[src/rtl/pwm_regs_mc.sv]
// Register file for a multi-channel PWM: global timer control, per-channel compare/mode
// registers, shadowed period/compare transfer, sticky status and a registered interrupt.
module pwm_regs_mc #(
  parameter int NUM_CH = 4,
  parameter int CNT_W  = 16,
  parameter int ADDR_W = 8
) (
  input  logic                    clk,
  input  logic                    rst_n,
  input  logic                    read,
  input  logic                    write,
  input  logic [ADDR_W-1:0]       addr,
  input  logic [7:0]              data_write,
  output logic [7:0]              data_read,
  input  logic [CNT_W-1:0]        counter_val,
  input  logic                    update_evt,
  output logic [CNT_W-1:0]        period,
  output logic                    en,
  output logic                    count_reset,
  output logic                    upnotdown,
  output logic [7:0]              prescale,
  output logic [NUM_CH-1:0]       pwm_en,
  output logic [NUM_CH*8-1:0]     functions,
  output logic [NUM_CH*CNT_W-1:0] compare1,
  output logic [NUM_CH*CNT_W-1:0] compare2,
  output logic                    irq
);

  localparam int MSB_W    = CNT_W - 8;
  localparam int CH_IDX_W = ADDR_W - 3;

  localparam logic [ADDR_W-1:0] A_PER_L   = ADDR_W'(8'h00);
  localparam logic [ADDR_W-1:0] A_PER_M   = ADDR_W'(8'h01);
  localparam logic [ADDR_W-1:0] A_EN      = ADDR_W'(8'h02);
  localparam logic [ADDR_W-1:0] A_CRST    = ADDR_W'(8'h03);
  localparam logic [ADDR_W-1:0] A_CVAL_L  = ADDR_W'(8'h04);
  localparam logic [ADDR_W-1:0] A_CVAL_M  = ADDR_W'(8'h05);
  localparam logic [ADDR_W-1:0] A_PRESC   = ADDR_W'(8'h06);
  localparam logic [ADDR_W-1:0] A_UPDN    = ADDR_W'(8'h07);
  localparam logic [ADDR_W-1:0] A_SHD     = ADDR_W'(8'h08);
  localparam logic [ADDR_W-1:0] A_STAT    = ADDR_W'(8'h09);
  localparam logic [ADDR_W-1:0] A_IRQEN   = ADDR_W'(8'h0A);
  localparam logic [ADDR_W-1:0] A_CH_BASE = ADDR_W'(8'h10);

  function automatic logic [CNT_W-1:0] set_lsb(input logic [CNT_W-1:0] cur,
                                               input logic [7:0]       b);
    set_lsb = {cur[CNT_W-1:8], b};
  endfunction

  function automatic logic [CNT_W-1:0] set_msb(input logic [CNT_W-1:0] cur,
                                               input logic [MSB_W-1:0] b);
    set_msb = {b, cur[7:0]};
  endfunction

  function automatic logic [7:0] get_msb(input logic [CNT_W-1:0] v);
    get_msb = 8'(v[CNT_W-1:8]);
  endfunction

  logic [CNT_W-1:0]              per_stg_q, per_stg_d, per_act_q, per_act_d;
  logic [NUM_CH-1:0][CNT_W-1:0]  c1_stg_q, c1_stg_d, c1_act_q, c1_act_d;
  logic [NUM_CH-1:0][CNT_W-1:0]  c2_stg_q, c2_stg_d, c2_act_q, c2_act_d;
  logic [NUM_CH-1:0][7:0]        func_q, func_d;
  logic [NUM_CH-1:0]             pwmen_q, pwmen_d;
  logic [7:0]                    presc_q, presc_d;
  logic                          en_q, en_d;
  logic                          updn_q, updn_d;
  logic                          shd_en_q, shd_en_d;
  logic                          force_q, force_d;
  logic                          cnt_rst_q, cnt_rst_d;
  logic [1:0]                    status_q, status_d;
  logic [1:0]                    irq_en_q, irq_en_d;
  logic                          irq_q, irq_d;

  logic [ADDR_W-1:0]   ch_off;
  logic [CH_IDX_W-1:0] ch_idx;
  logic                ch_hit;
  logic                xfer;
  logic [7:0]          rd_val;

  // Channel window: 8-byte slots from 0x10; slots at or beyond NUM_CH are unmapped.
  assign ch_off = addr - A_CH_BASE;
  assign ch_idx = ch_off[ADDR_W-1:3];
  assign ch_hit = (addr >= A_CH_BASE) && (ch_idx < CH_IDX_W'(NUM_CH));

  // A transfer is a shadowed period-boundary load or a forced load.
  assign xfer = force_q | (shd_en_q & update_evt);

  always_comb begin
    per_stg_d = per_stg_q;
    per_act_d = per_act_q;
    c1_stg_d  = c1_stg_q;
    c1_act_d  = c1_act_q;
    c2_stg_d  = c2_stg_q;
    c2_act_d  = c2_act_q;
    func_d    = func_q;
    pwmen_d   = pwmen_q;
    presc_d   = presc_q;
    en_d      = en_q;
    updn_d    = updn_q;
    shd_en_d  = shd_en_q;
    force_d   = 1'b0;
    cnt_rst_d = 1'b0;
    status_d  = status_q;
    irq_en_d  = irq_en_q;
    irq_d     = |(status_q & irq_en_q);

    // Active copies sample the pre-write staging value, so a coincident write lands next time.
    if (xfer || !shd_en_q) begin
      per_act_d = per_stg_q;
      c1_act_d  = c1_stg_q;
      c2_act_d  = c2_stg_q;
    end

    if (write) begin
      case (addr)
        A_PER_L: per_stg_d = set_lsb(per_stg_q, data_write);
        A_PER_M: per_stg_d = set_msb(per_stg_q, data_write[MSB_W-1:0]);
        A_EN:    en_d      = data_write[0];
        A_CRST:  cnt_rst_d = 1'b1;
        A_PRESC: presc_d   = data_write;
        A_UPDN:  updn_d    = data_write[0];
        A_SHD: begin
          shd_en_d = data_write[0];
          force_d  = data_write[1];
        end
        A_STAT:  status_d  = status_q & ~data_write[1:0];
        A_IRQEN: irq_en_d  = data_write[1:0];
        default: ;
      endcase

      if (ch_hit) begin
        for (int n = 0; n < NUM_CH; n++) begin
          if (ch_idx == CH_IDX_W'(n)) begin
            case (ch_off[2:0])
              3'd0: c1_stg_d[n] = set_lsb(c1_stg_q[n], data_write);
              3'd1: c1_stg_d[n] = set_msb(c1_stg_q[n], data_write[MSB_W-1:0]);
              3'd2: c2_stg_d[n] = set_lsb(c2_stg_q[n], data_write);
              3'd3: c2_stg_d[n] = set_msb(c2_stg_q[n], data_write[MSB_W-1:0]);
              3'd4: func_d[n]   = data_write;
              3'd5: pwmen_d[n]  = data_write[0];
              default: ;
            endcase
          end
        end
      end
    end

    // Set beats a coincident write-1-to-clear.
    if (xfer)       status_d[0] = 1'b1;
    if (update_evt) status_d[1] = 1'b1;
  end

  always_ff @(posedge clk or negedge rst_n) begin
    if (!rst_n) begin
      per_stg_q <= '0;
      per_act_q <= '0;
      c1_stg_q  <= '0;
      c1_act_q  <= '0;
      c2_stg_q  <= '0;
      c2_act_q  <= '0;
      func_q    <= '0;
      pwmen_q   <= '0;
      presc_q   <= '0;
      en_q      <= 1'b0;
      updn_q    <= 1'b1;
      shd_en_q  <= 1'b0;
      force_q   <= 1'b0;
      cnt_rst_q <= 1'b0;
      status_q  <= '0;
      irq_en_q  <= '0;
      irq_q     <= 1'b0;
    end else begin
      per_stg_q <= per_stg_d;
      per_act_q <= per_act_d;
      c1_stg_q  <= c1_stg_d;
      c1_act_q  <= c1_act_d;
      c2_stg_q  <= c2_stg_d;
      c2_act_q  <= c2_act_d;
      func_q    <= func_d;
      pwmen_q   <= pwmen_d;
      presc_q   <= presc_d;
      en_q      <= en_d;
      updn_q    <= updn_d;
      shd_en_q  <= shd_en_d;
      force_q   <= force_d;
      cnt_rst_q <= cnt_rst_d;
      status_q  <= status_d;
      irq_en_q  <= irq_en_d;
      irq_q     <= irq_d;
    end
  end

  always_comb begin
    rd_val = 8'h00;
    case (addr)
      A_PER_L:  rd_val = per_stg_q[7:0];
      A_PER_M:  rd_val = get_msb(per_stg_q);
      A_EN:     rd_val = {7'b0, en_q};
      A_CVAL_L: rd_val = counter_val[7:0];
      A_CVAL_M: rd_val = get_msb(counter_val);
      A_PRESC:  rd_val = presc_q;
      A_UPDN:   rd_val = {7'b0, updn_q};
      A_SHD:    rd_val = {7'b0, shd_en_q};
      A_STAT:   rd_val = {6'b0, status_q};
      A_IRQEN:  rd_val = {6'b0, irq_en_q};
      default:  ;
    endcase

    if (ch_hit) begin
      for (int n = 0; n < NUM_CH; n++) begin
        if (ch_idx == CH_IDX_W'(n)) begin
          case (ch_off[2:0])
            3'd0: rd_val = c1_stg_q[n][7:0];
            3'd1: rd_val = get_msb(c1_stg_q[n]);
            3'd2: rd_val = c2_stg_q[n][7:0];
            3'd3: rd_val = get_msb(c2_stg_q[n]);
            3'd4: rd_val = func_q[n];
            3'd5: rd_val = {7'b0, pwmen_q[n]};
            default: ;
          endcase
        end
      end
    end
  end

  assign data_read   = read ? rd_val : 8'h00;
  assign period      = per_act_q;
  assign compare1    = c1_act_q;
  assign compare2    = c2_act_q;
  assign functions   = func_q;
  assign pwm_en      = pwmen_q;
  assign prescale    = presc_q;
  assign en          = en_q;
  assign upnotdown   = updn_q;
  assign count_reset = cnt_rst_q;
  assign irq         = irq_q;

endmodule

[config.mk]
export PLATFORM = sky130hd
export DESIGN_NAME = pwm_regs_mc
export DESIGN_NICKNAME = d
export VERILOG_FILES = /design/src/rtl/pwm_regs_mc.sv
export SDC_FILE = /design/constraint.sdc
export NUM_CORES = 1
export LEC_CHECK = 0
export CAP_MARGIN = 10
export CELL_PAD_IN_SITES_DETAIL_PLACEMENT = 1
export CELL_PAD_IN_SITES_GLOBAL_PLACEMENT = 1
export CORE_MARGIN = 2
export CORE_UTILIZATION = 47
export DETAILED_ROUTE_END_ITERATION = 7
export DONT_BUFFER_PORTS = 1
export PLACE_DENSITY = 0.82
export SLEW_MARGIN = 10
export SYNTH_ARGS = -nofsm -noshare
export SYNTH_HDL_FRONTEND = slang
export SYNTH_SLANG_ARGS = --single-unit
[constraint.sdc]
create_clock -name clk -period 3.1 [get_ports clk]
set_clock_uncertainty 0.15 [all_clocks]
set_input_delay 0.775 -clock clk [delete_from_list [all_inputs] [get_ports clk]]
set_output_delay 0.775 -clock clk [all_outputs]
set_load 0.01 [all_outputs]
Word-level counts from Yosys, hierarchy flattened
Cells that the tools add are included.
{"block": "word_totals", "register_bits": 342, "inputBits": 37, "out_inout_bits": 200, "word_cells": 143}
{"block": "classes", "addsub": 1, "n_lt_le_gt_ge": 2, "eq_ne": 18, "n_mux": 22, "n_bitwise": 11, "reduce_logical": 44}
{"op": "$pmux W8 S6", "count": 4}
{"op": "$pmux W16 S2", "count": 3}
{"op": "$pmux W8 S10", "count": 1}
{"op": "$reduce_and A5 Y1", "count": 16}
{"op": "$mux W8", "count": 6}
{"op": "$eq A8 B3 Y1 const B", "count": 4}
{"op": "$reduce_and A4 Y1", "count": 8}
{"op": "$eq A8 B4 Y1 const B", "count": 3}
{"op": "$eq A8 B2 Y1 const B", "count": 2}
{"op": "$reduce_and A2 Y1", "count": 7}
{"op": "$eq A5 B2 Y1 const B", "count": 2}
{"op": "$eq A8 B1 Y1 const B", "count": 1}
{"op": "$ge A8 B5 Y1 const B", "count": 1}
{"op": "$logic_not A8 Y1", "count": 1}
{"op": "$reduce_bool A2 Y1", "count": 4}
{"op": "$sub A8 B5 Y8 const B", "count": 1}
{"op": "$eq A3 B2 Y1 const B", "count": 2}
{"op": "$eq A3 B3 Y1 const B", "count": 2}
{"op": "$mux W1", "count": 6}
{"op": "$not A1 Y1", "count": 6}
{"op": "$reduce_and A3 Y1", "count": 2}
{"op": "$eq A5 B1 Y1 const B", "count": 1}
{"op": "$logic_not A5 Y1", "count": 1}
{"op": "$lt A5 B3 Y1 const B", "count": 1}
{"op": "11 further kinds", "count": 13}

Depth between registers and ports, before layout
{"block": "depth", "ltp_word": 12, "ltp_mapped": 11, "mapped_depth_nobuf": 8}

Worst setup path before layout
No wires, ideal clock.
{"block": "synth_timing", "path_kind": "input to output", "startpoint": "in addr[4]", "endpoint": "out data_read[4]", "t_arrival_ps": 2568, "path_slack_ps": -393, "path_stages": 9, "n_path_buf": 1, "path_cell_list": "inv_1 -> ha_1 -> xor2_1 -> or2_2 -> clkbuf_1 -> a21oi_1 -> a221o_1 -> a31oi_1 -> nor4b_1"}
{"block": "synth_via", "elab_chain_cells": 12, "word_cells_on_any_way": 29}
{"item": "start: declaration", "line": "12", "source": "input logic [ADDR_W-1:0] addr,"}
{"item": "$eq A8 B4 Y1 (tied with other cells)", "line": "195", "source": "case (addr)"}
{"item": "$pmux W8 S10", "line": "195"}
{"item": "$pmux W8 S6", "line": "212", "source": "case (ch_off[2:0])"}
{"item": "$mux W8", "line": "211", "source": "if (ch_idx == CH_IDX_W'(n)) begin"}
{"item": "$pmux W8 S6", "line": "212"}
{"item": "$mux W8", "line": "211"}
{"item": "$pmux W8 S6", "line": "212"}
{"item": "$mux W8", "line": "211"}
{"item": "$pmux W8 S6", "line": "212"}
{"item": "$mux W8", "line": "211"}
{"item": "$mux W8 *", "line": "209", "source": "if (ch_hit) begin"}
{"item": "$mux W8 *", "line": "226", "source": "assign data_read = read ? rd_val : 8'h00;"}
{"item": "end: declaration", "line": "14", "source": "output logic [7:0] data_read,"}
Every way passes the cells marked *; elsewhere a longest branch is shown, timed or not.

Worst setup path after layout
{"block": "layout_timing", "startpoint": "in addr[4]", "endpoint": "out data_read[2]"}
The elaborated chain is that of the path after synthesis.

==> impl_metrics.env <==
export IMPL_status="complete, but fails checks"
export IMPL_violations="negative hold slack, negative setup slack"
export IMPL_coreArea_sq_um=32300
export IMPL_critPathBufInv=2
export IMPL_grtUsageTotal_pct=28.5
export IMPL_clk_path_buf_depth=3
export IMPL_power_density_nw_per_um2=531
export IMPL_rows=66
export IMPL_overflow=0
export IMPL_antennaDiodeCount=0
export IMPL_crit_family="compound AO/OA/AOI/OAI gates"
export IMPL_post_route_min_period_ns=3.34
export IMPL_layout_commonest_cell="dfrtp_1"
export IMPL_wl_met2_um=23700
export IMPL_hold_class="in2async"
export IMPL_slowest_delay_ns=0.29
export IMPL_gp_congestion=0.915
export IMPL_cp_max_fo=6
export IMPL_hold_viol_final=341
export IMPL_p_total_uw=9470
export IMPL_viasPerCell=6.13
export IMPL_top_layer_used="met4"
export IMPL_finalWorstSetupSlack_ns=-0.244
export IMPL_final_cell_mix="341 x dfrtp_1, 319 x mux2_2, 74 x buf_4"
export IMPL_antenna_found_initial=0
export IMPL_wl_met3_um=4350
export IMPL_synth_fp_nets=1157
export IMPL_drc=0
export IMPL_fmax_ghz=0.299
export IMPL_drive_above_1_share_pct=47.5
export IMPL_antenna_left=0
export IMPL_synth_edff_count=0
export IMPL_cts_made_buffers=37
export IMPL_dp_hpwl_um=32800
export IMPL_avgSynthCellArea_sq_um=13.7
export IMPL_start_util_pct=47.4
export IMPL_ctsRootBufferMaster="clkbuf_16"
export IMPL_die_area_sq_um=34000
export IMPL_synth_seq_area_share_pct=55.9
export IMPL_numPortBuffers=0
export IMPL_crit_path_cell_trace="inv_12 > ha_4 > nor4b_4 > a32o_2 > buf_6 > nor2b_4 > o21a_1 > a2111o_1 > o211ai_1"
export IMPL_n_fill_cell=3092
export IMPL_finalNetCount=1206
export IMPL_die_x_um=184
export IMPL_end_kind="primary output"
export IMPL_rr_worst_depth=3
export IMPL_drt_iter0_drc=747
export IMPL_grt_pass1_wl_um=72100
export IMPL_relSlewSlack_pct=58.5
export IMPL_clk_pin_slew_ns=0.06
export IMPL_maxCapViolCount=0
export IMPL_wl_met1_um=18600
export IMPL_ys_warn_count=0
export IMPL_grt_start_max_net_pins=343
export IMPL_ys_ff_latch=342
export IMPL_path_class="in2out"
export IMPL_area_growth_pct=16.5
export IMPL_timing_final_crit_share_pct=108
export IMPL_yosysUniqueCellTypes=67
export IMPL_die_h_um=184
export IMPL_grt_pass1_vias=11124
export IMPL_p_leak_uw=0.00854
export IMPL_tightest_slew_ns=0.621
export IMPL_whs_ns=-0.193
export IMPL_drt_pre_antenna_iters=5
export IMPL_routed_wirelength_um=48300
export IMPL_netlist_area_sq_um=15300
export IMPL_synthFlopType="dfrtp_1"
export IMPL_netlist_instances=1118
export IMPL_reg2reg_slack_ns=1.19
export IMPL_tritoncts="done"
export IMPL_async_flop_share_pct=100
export IMPL_peakVddDrop_mv=0.586
export IMPL_worst_setup_path_start_kind="input pin"
export IMPL_setup_viol=8
export IMPL_arrival_ns=2.42
export IMPL_required_ns=2.17
export IMPL_pin_count=237
export IMPL_cts_htree_levels=2
export IMPL_crit_slowest_cell="a2111o_1"
export IMPL_fin_util_pct=55.2
export IMPL_avgRoutedWirePerCell_um=29.5
export IMPL_cts_sinks=342
export IMPL_rsz0062_at_grt="true"
export IMPL_vias=10003
export IMPL_insertion_delay_ns=0.52
export IMPL_slew_violations=0
export IMPL_final_setup_tns_ns=-1.50
export IMPL_timing_rr_end="compare1[39]$_DFFE_PN0P_"
export IMPL_reg2reg_from="shd_en_q$_DFFE_PN0P_"
==> registers in the layout, indices dropped and copies added, names as in the netlist <==
| name | count |
|---|---|
| status_q | 2 |
| compare1 | 64 |
| force_q | 1 |
| irq_en_q | 2 |
| irq | 1 |
| c1_stg_q | 64 |
| count_reset | 1 |
| c2_stg_q | 64 |
| upnotdown | 1 |
| period | 16 |
| shd_en_q | 1 |
| functions | 32 |
| per_stg_q | 16 |
| pwm_en | 4 |
| compare2 | 64 |
| prescale | 8 |
| en | 1 |
==> power by group <==
| part | switching (uW) | internal, uW | total, uW |
|---|---|---|---|
| sequential | 94.5 | 4540 | 4630 |
| combinational | 206 | 212 | 418 |
| clock | 1790 | 2620 | 4420 |
| total | 2090 | 7380 | 9470 |
==> what timing repair did <==
item,in CTS,in global routing
endpoints found under the setup margin,8,8
buffers inserted,11,0
gates cloned,0,0
pin swaps,20,9
resized for setup,49,12
hold endpoints to repair,341,341
==> Yosys cell counts (all sizes together) (3+ instances only) <==
cell type | count | area (sq um)
nand3 | 11 | 75.1
nor3 | 11 | 100
clkbuf | 32 | 120
o21ai | 44 | 220
nor2b | 7 | 51.3
a22o | 4 | 35.0
o221a | 3 | 33.8
and3 | 3 | 23.8
o22ai | 8 | 50.1
nor2 | 25 | 111
nand2b | 3 | 18.8
nand2 | 84 | 330
mux2i | 22 | 220
nand4 | 4 | 31.3
buf | 44 | 240
a221oi | 11 | 96.3
nor4b | 4 | 35.0
mux4 | 22 | 495
nor3b | 3 | 27.5
o2bb2ai | 4 | 35.0
a22oi | 15 | 113
a32o | 3 | 30.0
o211ai | 3 | 22.5
inv | 6 | 22.5
mux2 | 320 | 3610
o221ai | 6 | 52.6
and2 | 19 | 121
o21a | 5 | 37.5
dfrtp | 341 | 8530
a21oi | 14 | 70.1
a221o | 7 | 70.1
==> how the worst max path moves through the flow <==
stage                             start            to  slack, ns  cells past startpoint
2_1_floorplan                   addr[4]  data_read[2]      -0.09                      9
3_3_place_gp                    addr[5]  data_read[7]      -0.30                      9
3_5_place_dp                    addr[5]  data_read[1]      -0.38                     10
4_1_cts                         addr[4]  data_read[2]      -0.25                      9
5_1_grt        c2_stg_q[44]$_DFFE_PN0P_  data_read[4]      -0.32                      8
6_report                        addr[4]  data_read[2]      -0.24                      9
==> worst reg2reg max path, cell delays in order, from the launching register on <==
cell	delay, ns
dfrtp_1	0.38
nor3b_2	0.36
buf_12	0.37
mux2_2	0.53
==> cells by family after synthesis <==
group,Yosys count,share of synthesized area (%)
mux,364,28.2
flops,342,55.9
simple gates,183,6.50
compound gates,143,6.56
buf+inv,82,2.50
xor+xnor,2,0.114
fa+ha+maj,2,0.163
==> through the flow <==
step | hold slack, ns | setup slack (ns) | instance area (sq um) | std cells
3_5_place_dp | 0.345 | -0.381 | 16300 | 1560
3_3_place_gp | 0.340 | -0.295 | 16300 | 1560
5_1_grt | -0.205 | -0.323 | 17800 | 1633
6_report | -0.193 | -0.244 | 17800 | 1633
2_1_floorplan | 0.299 | -0.0889 | 15400 | 1118
4_1_cts | -0.195 | -0.251 | 17800 | 1633
==> final cells by class <==
class                           instances  area (sq um)  area share (%)
Multi-Input combinational cell        694          6710            37.6
Tap cell                              442           553            3.10
Clock inverter                          5          61.3           0.344
Clock buffer                           58          1150            6.44
Inverter                                6          47.5           0.267
Sequential cell                       342          8560            48.0
Timing Repair Buffer                   86           752            4.22
==> routing by layer <==
| layer | up-vias | track usage [%] |
|---|---|---|
| li1 | 4191 | - |
| met1 | 5312 | 34.8 |
| met2 | 392 | 48.3 |
| met3 | 108 | 8.87 |
| met4 | 0 | 9.25 |
| met5 | - | 0 |
Note: power is estimated with default switching activity, not from simulation.
